===== config.mk =====
export PLATFORM = sky130hd
export DESIGN_NAME = sdram_wave_reader_flat
export DESIGN_NICKNAME = d
export VERILOG_FILES = /design/src/rtl/sdram_wave_reader_if.sv /design/src/rtl/sdram_wave_reader.sv /design/src/flat_wrapper.sv
export SDC_FILE = /design/constraint.sdc
export NUM_CORES = 1
export LEC_CHECK = 0
export CORE_UTILIZATION = 38
export CTS_CLUSTER_DIAMETER = 100
export DETAILED_ROUTE_END_ITERATION = 8
export PLACE_DENSITY_LB_ADDON = 0.05
export RECOVER_POWER = 50
export SYNTH_ARGS = -nofsm -noshare
export SYNTH_HDL_FRONTEND = slang
export SYNTH_SLANG_ARGS = --single-unit

===== constraint.sdc =====
create_clock -name i_clk -period 4.86 [get_ports i_clk]
set_input_delay 0.729 -clock i_clk [delete_from_list [all_inputs] [get_ports i_clk]]
set_output_delay 0.729 -clock i_clk [all_outputs]
set_load 0.02 [all_outputs]

===== src/rtl/sdram_wave_reader_if.sv =====
// Read-port bundle between the wave reader and the voice-path SDRAM FIFO.
// master = reader side, slave = FIFO side.
interface sdram_wave_reader_if #(
  parameter int DATA_WIDTH = 16
);
  logic                  o_rd;
  logic                  o_cls_raddr;
  logic [DATA_WIDTH-1:0] i_rd_data;
  logic                  i_rd_ef;
  logic                  i_rd_done;

  modport master (
    output o_rd,
    output o_cls_raddr,
    input  i_rd_data,
    input  i_rd_ef,
    input  i_rd_done
  );

  modport slave (
    input  o_rd,
    input  o_cls_raddr,
    output i_rd_data,
    output i_rd_ef,
    output i_rd_done
  );
endinterface


===== src/rtl/sdram_wave_reader.sv =====
// Fetches one wave at a time from the SDRAM FIFO into a ping-pong buffer
// and plays it out one sample per tick, flagging underrun and overflow.
module sdram_wave_reader #(
  parameter int WAVE_SIZE  = 32,
  parameter int DATA_WIDTH = 16,
  parameter int PTR_WIDTH  = 5,
  parameter int CLS_CYCLES = 4
) (
  input  logic                  i_clk,
  input  logic                  i_rst,
  input  logic                  i_enable,
  input  logic                  i_restart,
  sdram_wave_reader_if.master   fifo,
  input  logic                  i_sample_tick,
  output logic [DATA_WIDTH-1:0] o_sample,
  output logic                  o_sample_vld,
  output logic                  o_underrun,
  output logic                  o_overflow,
  output logic                  o_busy
);

  localparam int DEPTH = 2 ** (PTR_WIDTH + 1);
  localparam int CW    = $clog2(CLS_CYCLES + 1);

  typedef logic [PTR_WIDTH:0]   cnt_t;
  typedef logic [PTR_WIDTH-1:0] ptr_t;
  typedef logic [CW-1:0]        cls_t;

  localparam cnt_t WAVE_CNT = cnt_t'(WAVE_SIZE);
  localparam ptr_t LAST_RD  = ptr_t'(WAVE_SIZE - 1);
  localparam ptr_t PTR_ONE  = ptr_t'(1);
  localparam cls_t CLS_LAST = cls_t'(CLS_CYCLES - 1);
  localparam cls_t CLS_ONE  = cls_t'(1);

  typedef enum logic [1:0] {
    ST_IDLE,
    ST_CLEAR,
    ST_REQ,
    ST_COLLECT
  } state_t;

  state_t state;

  logic [DATA_WIDTH-1:0] mem [DEPTH];

  logic [1:0] full;
  logic       fill_bank;
  logic       play_bank;
  cnt_t       wr_ptr;
  ptr_t       rd_ptr;
  cls_t       cls_cnt;
  logic       restart_pend;

  logic       in_fill;
  logic       wr_room;
  logic       wr_en;
  cnt_t       wr_cnt;
  logic       fill_done;
  logic       play_go;
  logic       play_last;
  logic [1:0] set_m;
  logic [1:0] clr_m;

  always_comb begin
    in_fill   = (state == ST_REQ) || (state == ST_COLLECT);
    wr_room   = (wr_ptr != WAVE_CNT);
    wr_en     = in_fill && fifo.i_rd_ef && wr_room;
    wr_cnt    = wr_ptr + cnt_t'(wr_en);
    // the word arriving with done counts toward completion
    fill_done = in_fill && fifo.i_rd_done && (wr_cnt == WAVE_CNT);
    play_go   = i_sample_tick && (state != ST_CLEAR) && full[play_bank];
    play_last = play_go && (rd_ptr == LAST_RD);
    set_m     = fill_done ? (2'b01 << fill_bank) : 2'b00;
    clr_m     = play_last ? (2'b01 << play_bank) : 2'b00;
  end

  always_ff @(posedge i_clk) begin
    if (wr_en)
      mem[{fill_bank, wr_ptr[PTR_WIDTH-1:0]}] <= fifo.i_rd_data;
  end

  assign o_busy = (state != ST_IDLE);

  always_ff @(posedge i_clk or posedge i_rst) begin
    if (i_rst) begin
      state            <= ST_IDLE;
      full             <= 2'b00;
      fill_bank        <= 1'b0;
      play_bank        <= 1'b0;
      wr_ptr           <= '0;
      rd_ptr           <= '0;
      cls_cnt          <= '0;
      restart_pend     <= 1'b0;
      fifo.o_rd        <= 1'b0;
      fifo.o_cls_raddr <= 1'b0;
      o_sample         <= '0;
      o_sample_vld     <= 1'b0;
      o_underrun       <= 1'b0;
      o_overflow       <= 1'b0;
    end else begin
      o_sample_vld <= play_go;
      o_underrun   <= i_sample_tick && !play_go;
      if (play_go) begin
        o_sample <= mem[{play_bank, rd_ptr}];
        rd_ptr   <= play_last ? '0 : rd_ptr + PTR_ONE;
        if (play_last)
          play_bank <= ~play_bank;
      end
      full <= (full | set_m) & ~clr_m;
      if (i_restart && state != ST_IDLE)
        restart_pend <= 1'b1;

      unique case (state)
        ST_IDLE: begin
          if (i_restart || restart_pend) begin
            state            <= ST_CLEAR;
            fifo.o_cls_raddr <= 1'b1;
            cls_cnt          <= '0;
            restart_pend     <= 1'b0;
          end else if (i_enable && !full[fill_bank]) begin
            state     <= ST_REQ;
            fifo.o_rd <= 1'b1;
          end
        end
        ST_CLEAR: begin
          // later assignments win over the playback updates above
          full       <= 2'b00;
          fill_bank  <= 1'b0;
          play_bank  <= 1'b0;
          wr_ptr     <= '0;
          rd_ptr     <= '0;
          o_overflow <= 1'b0;
          if (cls_cnt == CLS_LAST) begin
            fifo.o_cls_raddr <= 1'b0;
            state            <= ST_IDLE;
          end else begin
            cls_cnt <= cls_cnt + CLS_ONE;
          end
        end
        ST_REQ, ST_COLLECT: begin
          if (wr_en)
            wr_ptr <= wr_cnt;
          if (fifo.i_rd_ef && !wr_room)
            o_overflow <= 1'b1;
          if (fifo.i_rd_ef && state == ST_REQ)
            state <= ST_COLLECT;
          if (fifo.i_rd_done) begin
            fifo.o_rd <= 1'b0;
            wr_ptr    <= '0;
            state     <= ST_IDLE;
            if (fill_done)
              fill_bank <= ~fill_bank;
          end
        end
        default: state <= ST_IDLE;
      endcase
    end
  end

endmodule


===== src/flat_wrapper.sv =====
// flat-port wrapper written by rule: the top's interface ports become plain ports
module sdram_wave_reader_flat 
#(
  parameter int WAVE_SIZE  = 32,
  parameter int DATA_WIDTH = 16,
  parameter int PTR_WIDTH  = 5,
  parameter int CLS_CYCLES = 4
)
  (i_clk, i_rst, i_enable, i_restart, i_sample_tick, o_sample, o_sample_vld, o_underrun, o_overflow, o_busy, fifo_o_rd, fifo_o_cls_raddr, fifo_i_rd_data, fifo_i_rd_ef, fifo_i_rd_done);
  sdram_wave_reader_if #(.DATA_WIDTH(DATA_WIDTH)) fifo_i ();
  input  logic i_clk;
  input  logic i_rst;
  input  logic i_enable;
  input  logic i_restart;
  input  logic i_sample_tick;
  output logic [DATA_WIDTH-1:0] o_sample;
  output logic o_sample_vld;
  output logic o_underrun;
  output logic o_overflow;
  output logic o_busy;
  output wire logic [$bits(fifo_i.o_rd)-1:0] fifo_o_rd;
  output wire logic [$bits(fifo_i.o_cls_raddr)-1:0] fifo_o_cls_raddr;
  input wire logic [$bits(fifo_i.i_rd_data)-1:0] fifo_i_rd_data;
  input wire logic [$bits(fifo_i.i_rd_ef)-1:0] fifo_i_rd_ef;
  input wire logic [$bits(fifo_i.i_rd_done)-1:0] fifo_i_rd_done;
  assign fifo_o_rd = fifo_i.o_rd;
  assign fifo_o_cls_raddr = fifo_i.o_cls_raddr;
  assign fifo_i.i_rd_data = fifo_i_rd_data;
  assign fifo_i.i_rd_ef = fifo_i_rd_ef;
  assign fifo_i.i_rd_done = fifo_i_rd_done;
  sdram_wave_reader #(.WAVE_SIZE(WAVE_SIZE), .DATA_WIDTH(DATA_WIDTH), .PTR_WIDTH(PTR_WIDTH), .CLS_CYCLES(CLS_CYCLES)) u_core (.i_clk(i_clk), .i_rst(i_rst), .i_enable(i_enable), .i_restart(i_restart), .fifo(fifo_i), .i_sample_tick(i_sample_tick), .o_sample(o_sample), .o_sample_vld(o_sample_vld), .o_underrun(o_underrun), .o_overflow(o_overflow), .o_busy(o_busy));
endmodule

# After elaboration in Yosys (flattened, before gate mapping)
# Memory sizes are Yosys's and may differ from the RTL's. A register that Yosys moved wholly into a read port is not among the register bits.
# Index checks and enable logic that the tools add are counted.
[totals] word_cells=120 ram_bits=1024 latch_bits=0 mem_bits_ro=0 out_inout_bits=22 in_bits=23 reg_bits=26 memories=1
[memory_table] name="u_core.mem" words=64 word_bits=16 read_ports=1 rd_ports_with_merged_regs=1 wr=1 line="sdram_wave_reader.sv:44" rtl="logic [DATA_WIDTH-1:0] mem [DEPTH];"
[classes] div=0 addsub=3 reduce_logical=33 eq_ne=19 order_cmp=2 n_shift=2 bitwise=5 multipliers=0 muxes=42
[ops] cell="$mux 1" n=20
[ops] cell="$mux 2" n=8
[ops] cell="$mux 5" n=3
[ops] cell="$logic_and 1x1->1" n=12
[ops] cell="$mux 6" n=2
[ops] cell="$ne 2x1->1 const B" n=6
[ops] cell="$pmux 6 s2" n=1
[ops] cell="$reduce_and 3->1" n=4
[ops] cell="$reduce_bool 2->1" n=6
[ops] cell="$pmux 1 s2" n=4
[ops] cell="$add 6x1->6" n=1
[ops] cell="$eq 6x6->1 const B" n=1
[ops] cell="$mux 3" n=2
[ops] cell="$ne 2x2->1 const B" n=3
[ops] cell="$ne 3x2->1 const B" n=2
[ops] cell="$ne 6x6->1 const B" n=1
[ops] cell="$pmux 2 s3" n=1
[ops] cell="$pmux 3 s2" n=1
[ops] cell="$reduce_and 2->1" n=3
[ops] cell="$add 5x1->5 const B" n=1
[ops] cell="$eq 5x5->1 const B" n=1
[ops] cell="$eq 2x2->1 const B" n=2
[ops] cell="$lt 1x2->1 const B" n=2
[ops] cell="$reduce_and 4->1" n=1
[ops] cell="other kinds (13)" n=18

# Depth between registers and ports, before layout
# Gate-level depths: netlist (run 1).
[logic_depth] word_depth=11 depth_mapped=12 mapped_depth_nobuf=11

# Worst setup path after synthesis (run 1)
# OpenSTA, ideal clock, no wires.
[synth_path] path_type="input to register" start="in fifo_i_rd_ef" end="mem u_core.mem[26][0] (enable)" t_arrival_ns=2.312 stages=4 path_slack_ns=2.160 setup_ns=0.389 required_time_ns=4.471 n_path_buf=1 cell_sequence="nand2_1 > or4b_2 > clkbuf_1 > nor2_1"
[synth_via] elab_chain_len=4
[synth_lines] element="start: declaration" line="flat_wrapper.sv:24" rtl="input wire logic [$bits(fifo_i.i_rd_ef)-1:0] fifo_i_rd_ef;"
[synth_lines] element="$logic_and 1x1->1 (2 in a row)" line="sdram_wave_reader.sv:67" rtl="wr_en = in_fill && fifo.i_rd_ef && wr_room;"
[synth_lines] element="$mux 1" line="sdram_wave_reader.sv:78" rtl="if (wr_en)"
[synth_lines] element="$mux 1 (not written as such)" line="sdram_wave_reader.sv:79" rtl="mem[{fill_bank, wr_ptr[PTR_WIDTH-1:0]}] <= fifo.i_rd_data;"
[synth_lines] element="end: declaration" line="sdram_wave_reader.sv:44"
# Every way passes these cells.

# Final worst setup path (run 1)
[layout_path] start="reg u_core.state[1]" end="reg u_core.o_sample[0], read port of u_core.mem"
[layout_via] elab_chain_len=3
[layout_lines] element="start: declaration" line="sdram_wave_reader.sv:42" rtl="state_t state;"
[layout_lines] element="start signal: assignment" line="sdram_wave_reader.sv:86" rtl="state <= ST_IDLE;"
[layout_lines] element="start signal: assignment" line="sdram_wave_reader.sv:116" rtl="state <= ST_CLEAR;"
[layout_lines] element="start signal: assignment" line="sdram_wave_reader.sv:121" rtl="state <= ST_REQ;"
[layout_lines] element="$ne 2x1->1" line="sdram_wave_reader.sv:71" rtl="play_go = i_sample_tick && (state != ST_CLEAR) && full[play_bank];"
[layout_lines] element="$logic_and 1x1->1 (2 in a row)" line="sdram_wave_reader.sv:71"
[layout_lines] element="end: declaration" line="sdram_wave_reader.sv:15" rtl="output logic [DATA_WIDTH-1:0] o_sample,"
# Every way passes these cells.
# A chain may end at the register's enable or synchronous reset.

==> impl_results.md, run 1 <==
* Ys flop type: edfxtp_1
* IO Count at 45
* Post-CTS setup buffer count at 0
* First-pass GRT wire length at about 170 mm
* Register area share after synthesis at roughly 76%
* Non-Filler Instances at between 3000 and 4000
* Longest Clk Path Bufs at 3
* Synth top area cells: edfxtp_1 73%, mux2i_1 5.8%, mux2_2 5.2%, mux4_2 2.6%, dfrtp_1 2.5%
* # fillers at ~9600
* Area Growth Syn to Fin at 13.9%
* Failing checks: max-capacitance violations, max-slew violations
* Required time worst endpoint at 5.42 ns
* Power per Cell Area at 393 nW/um2
* Die H at roughly 330 um
* Final Core Density at a little over two fifths
* Max Cap Viol at 23
* Fmax at approximately 280 MHz
* Clock sink total at 1066
* Placed Cells at 3735
* Hold Path Class: flip-flop to flip-flop
* Synth async-reset ratio at just under 4%
* Flops & latches, synth at around 1100
* Clk_lat worst skew at ~0.69 ns
* Core area at 109000 um2
* 1st-iter DRT viols at about 1800
* Type of element capturing the critical path: flip-flop
* Nets@finish at ~2500
* Fraction of final layout cells sized beyond drive strength 1 at a little over a fifth
* Crit path kind: flip-flop to flip-flop
* Final Cycle Share at roughly 75%
* Final max-slew violation count at 1060
* Relative slew slack at -146%
* Cts repair resizes at 0
* Syn Nets at between 2000 and 2500
* Startpoint types: flip-flop
* Hpwl dp at between 70 and 80 mm
* Cell area after synthesis at between 40000 and 50000 um2
* Routability cong. at 0.882
* CTS HTree Levels at 3
* Slew @ Worst Pin at roughly 3.7 ns
* Post-Route WL at approximately 120 mm
* WL per Instance at between 20 and 30 um
* Largest net degree at the start of global routing at 70
* Residual DRC at 0
* Port bufs at 44
* Initial antenna violation count at 4
* Drt pass-1 iters at 7
* DR vias at approximately 22000
* Total GRT Usage at about a fifth
* Vias in the first global route at around 22000
* Final ANT Viol Nets at 0
* DIE WIDTH at between 300 and 400 um
* Data arrival, critical path at between 4 and 5 ns
* Mapped Avg Cell Area at between 15 and 20 um2
* # hold bufs at CTS at 0
* Total number of yosys warnings at 0
* Fin Setup TNS at 0 ns
* Rows at about 120
* Yosys cell types at 50
* Post-synth EDFFs at 1024
* Num CTS Buffers at 112
* Crit path max fanout at 28
* Die area at 112000 um2
* Most frequent cells in the layout: 1024 x edfxtp_1, 241 x mux2i_1, 192 x mux2_2, 115 x clkbuf_16, 112 x a22oi_1
* Syn Inst Count at approximately 2300
* Vias per inst at 5.56
* Peak VDD IR at between 300 and 400 uV
* Top-area cell type share of the netlist area at between 70 and 80%
* Clk_skew at just under 0.03 ns
* Commonest non-fill, non-tap cell in the layout: edfxtp_1
* Outcome: finished with violations
* Final setup violation count at 0
* Initial Util at between 30% and 40%
* Total grt overflow at 0
* CTS root buf: clkbuf_16
* Hold Violations, Final at 0
* CTS tree: yes
* Clock transition at path regs at 0.06 ns
* Tmin final at between 3 and 4 ns
* Static leakage at ~0.015 uW
* RSZ-0062 raised after global routing: false
* Post-synth top area cell: edfxtp_1
Yosys cell counts (16+ instances only):
cell type and count:
edfxtp_1 1024, mux2i_1 241, mux2_2 192, a22oi_1 112
o22ai_1 98, nor2_1 91, o21ai_0 63, buf_2 53
mux4_2 48, dfrtp_1 42, clkbuf_1 39, nand3_1 30
a21oi_1 25, buf_6 23, nand2_1 18, a31oi_1 17
and3_1 17, buf_4 17, nand4_1 17, a221o_1 16
o211ai_1 16
kinds of logic after synthesis:
| kind of cell | after synthesis | share of synthesized area [%] |
|---|---|---|
| buffers and inverters | 144 | 2.01 |
| multiplexers | 482 | 13.5 |
| AO/OA/AOI/OAI | 375 | 5.90 |
| XOR/XNOR | 3 | 0.0628 |
| adder cells (fa/ha/maj) | 6 | 0.179 |
| flip-flops | 1066 | 75.9 |
| AND/OR/NAND/NOR | 206 | 2.38 |
report_power, final:
| group | switching [uW] | internal [uW] | leakage, uW |
|---|---|---|---|
| sequential | 40.6 | 10100 | 0.00976 |
| combinational | 331 | 83.9 | 0.00318 |
| clock | 3500 | 4680 | 0.00169 |
path summary, 6_finish.rpt:
path                       cells past startpoint  slack, ns         startpoint                 end
max                                            5       1.24    u_core.state[1]  u_core.o_sample[0]
min                                            1       0.52  u_core.cls_cnt[0]   u_core.cls_cnt[0]
max reg2reg                                    5       1.24    u_core.state[1]  u_core.o_sample[0]
min reg2reg                                    1       0.52  u_core.cls_cnt[0]   u_core.cls_cnt[0]
max in group asynchronous                      3       1.49              i_rst    u_core.rd_ptr[1]
min in group asynchronous                      2       0.65              i_rst   u_core.o_underrun
metrics by stage:
stage	worst slack [ns]	hold WS (ns)	instance area, um2	power [uW]
after detailed placement	1.20	0.502	44300	10700
after floorplan	2.16	0.463	41900	10400
after CTS	1.20	0.342	47800	18900
final	1.24	0.521	47700	18800
after global placement	1.22	0.486	44300	10700
after global routing	1.10	0.538	47700	19300
registers in the layout, indices dropped and copies added (netlist names):
name,cells
u_core.o_overflow,1
u_core.cls_cnt,3
u_core.state,2
u_core.restart_pend,1
u_core.o_sample,16
u_core.rd_ptr,5
u_core.play_bank,1
u_core.o_underrun,1
u_core.full,2
u_core.o_sample_vld,1
u_core.fifo.o_cls_raddr,1
u_core.wr_ptr,6
u_core.fill_bank,1
u_core.mem,1024
u_core.fifo.o_rd,1
routing by layer:
metal	share of wire, %	vias up	wire [um]	track usage, %
li1	-	9554	-	-
met4	1.8	2	2140	5.17
met2	43	609	50700	30.4
met3	5.1	120	5970	3.01
met1	50	11700	58800	33.4
met5	0.011	-	13	0
final cells by class:
cell class / count / area, um2 / area share (%)
diodes: 3 / 7.51 / 0.0157
clock buffers: 146 / 2990 / 6.28
clock inverters: 62 / 473 / 0.991
inverters: 11 / 41.3 / 0.0865
multi-input cells: 1072 / 9270 / 19.4
flip-flops and latches: 1066 / 31800 / 66.7
well taps: 1414 / 1770 / 3.71
repair buffers: 172 / 1350 / 2.82
worst max-delay path, stage by stage, from the launching register on:
cell and delay, ns:
dfrtp_1 0.57, nand2b_1 0.41, nand3_1 0.21, clkbuf_1 1.27
nor2_2 0.52, a221o_1 0.49
No activity file was read; power rests on OpenSTA's default activity.
==> run 2, diff against run 1 <==
Clock period 4.86 ns to 3.1 ns, I/O delays scaled along.
==> impl_results.md, run 2 (synthesis gave the netlist of run 1 again) <==
* Port bufs at 44 (unchanged)
* Required time worst endpoint at 3.73 ns (-1.69 ns)
* Final setup violation count at 0 (unchanged)
* Final max-slew violation count at 693 (-35%)
* Fmax at 328 MHz (+19%)
* Non-Filler Instances at 4004 (+1.5%)
* Total GRT Usage at 20.8% (-0.38 points)
* IO Count at 45 (unchanged)
* Rows at 121 (unchanged)
* # fillers at 9506 (-0.64%)
* CTS tree: yes
* Initial antenna violation count at 12 (+8)
* GR met2 Demand/Resource at 31.8% (+1.4 points)
* Die area at 112000 um2 (unchanged)
* Crit path max fanout at 18 (-36%)
* Post-Route WL at 116 mm (-1.2%)
* Largest net degree at the start of global routing at 65 (-7.1%)
* GR Util met3 at 3.32% (+0.31 points)
* Peak VDD IR at 446 uV (+43%)
* Hold WS at 0.157 ns (-0.364 ns)
* 1st-iter DRT viols at 2199 (+19%)
* Longest Clk Path Bufs at 3 (unchanged)
* DR vias at 22000 (-0.0046%)
* Slew @ Worst Pin at 2.30 ns (-1.39 ns)
* Clock sink total at 1066 (unchanged)
* Data arrival, critical path at 3.68 ns (-0.51 ns)
* Max Cap Viol at 21 (-8.7%)
* Startpoint types: flip-flop
* Hold Violations, Final at 0 (unchanged)
* CTS HTree Levels at 3 (unchanged)
* Met1 Use GR at 30.3% (-3.1 points)
* Total grt overflow at 0 (unchanged)
* Core area at 109000 um2 (unchanged)
* Vias in the first global route at 21800 (-0.14%)
* Commonest non-fill, non-tap cell in the layout: edfxtp_1
* Tmin final at 3.05 ns (-0.575 ns)
* Hpwl dp at 73.0 mm (+0.30%)
* Power Total at 29600 uW (+58%)
* Vias per inst at 5.48 (-1.5%)
* Placed Cells at 3784 (+1.3%)
* Final ANT Viol Nets at 0 (unchanged)
* Residual DRC at 0 (unchanged)
* Static leakage at 0.0150 uW (+2.4%)
* Fraction of final layout cells sized beyond drive strength 1 at 22.3% (+1.3 points)
* Routability cong. at 0.822 (-6.7%)
* DIE WIDTH at 334 um (unchanged)
* Clk_skew at 0.0248 ns (-0.00443 ns)
* Final Cycle Share at 98.3% (+24 points)
* First-pass GRT wire length at 164 mm (-2.2%)
* Die H at 334 um (unchanged)
* Initial Util at 38.4% (unchanged)
* Relative slew slack at -53.3% (+93 points)
* Hold Path Class: input pin to flip-flop
* Drt pass-1 iters at 5 (-2)
* RSZ-0062 raised after global routing: false
* Clk_lat worst skew at 0.70 ns (about the same)
* Outcome: finished with violations
* Pre-CTS WS at -0.185 ns (-1.38 ns)
* Top Usage Layer GRT: met2
* Max reg flops at 1024 (unchanged)
* Final worst slack at 0.0521 ns (-1.19 ns)
* Type of element capturing the critical path: flip-flop
* Clock transition at path regs at 0.06 ns (about the same)
* Crit path kind: flip-flop to flip-flop
* Failing checks: max-capacitance violations, max-slew violations
* WL per Instance at 29.0 um (-2.7%)
* Power per Cell Area at 612 nW/um2 (+56%)
* Most frequent cells in the layout: 1024 x edfxtp_1, 241 x mux2i_1, 192 x mux2_2, 134 x buf_4, 116 x clkbuf_16
* CTS root buf: clkbuf_16
* Num CTS Buffers at 114 (+1.8%)
* Area Growth Syn to Fin at 15.5%
* Nets@finish at 2518 (+2.2%)
==> run 2: routing by layer <==
layer | vias to the layer above | wire length, um
li1 | 9669 | -
met3 | 141 | 6470
met1 | 11500 | 53800
met4 | 6 | 3020
met5 | - | 41
met2 | 620 | 52900
==> run 2: what timing repair did <==
action,CTS,global route
hold endpoints to repair,0,0
gates resized for setup,1,1
hold buffers,0,0
setup buffers,3,0
setup endpoints to repair,7,1
pin swaps,1,0
==> run 2: layout make-up <==
cell class	count	area, um2	share of cell area (%)
diodes	3	7.51	0.0155
clock buffers	156	3060	6.33
clock inverters	58	512	1.06
inverters	11	41.3	0.0854
multi-input cells	1072	9270	19.2
flip-flops and latches	1066	31800	65.8
well taps	1414	1770	3.66
repair buffers	224	1900	3.93
==> run 2: worst max-delay path: stages, from the launching register on <==
cell and delay (ns):
dfrtp_4 0.52, buf_4 0.17, buf_12 0.15, buf_12 0.17
buf_12 0.16, mux2_2 0.22, o22ai_1 0.11, o21ai_0 0.78
nand4_1 0.20, a21oi_1 0.18, buf_4 0.17, a221o_1 0.12
==> run 2: worst paths after layout <==
check	from	to	slack [ns]	cells after the start
max in group asynchronous	i_rst	u_core.rd_ptr[1]	1.11	2
worst min-delay path	fifo_i_rd_data[15]	u_core.mem[48][15]	0.16	1
worst max-delay path	u_core.rd_ptr[1]	u_core.o_sample[11]	0.05	11
worst min register to register	u_core.cls_cnt[2]	u_core.cls_cnt[2]	0.53	2
min in group asynchronous	i_rst	u_core.o_underrun	0.75	2
worst max register to register	u_core.rd_ptr[1]	u_core.o_sample[11]	0.05	11
==> run 2: stage by stage <==
step           area (um2)  utilization, %  TNS [ns]
2_1_floorplan       41900               -         0
3_3_place_gp        45000            41.2    -0.635
3_5_place_dp        45000            41.3    -0.774
4_1_cts             48600            44.6         0
5_1_grt             48400            44.4         0
6_report            48400            44.4         0
==> run 2: power breakdown <==
part	internal [uW]	total, uW	switching, uW
combinational	134	630	496
clock	7550	13100	5540
sequential	15800	15900	53.6
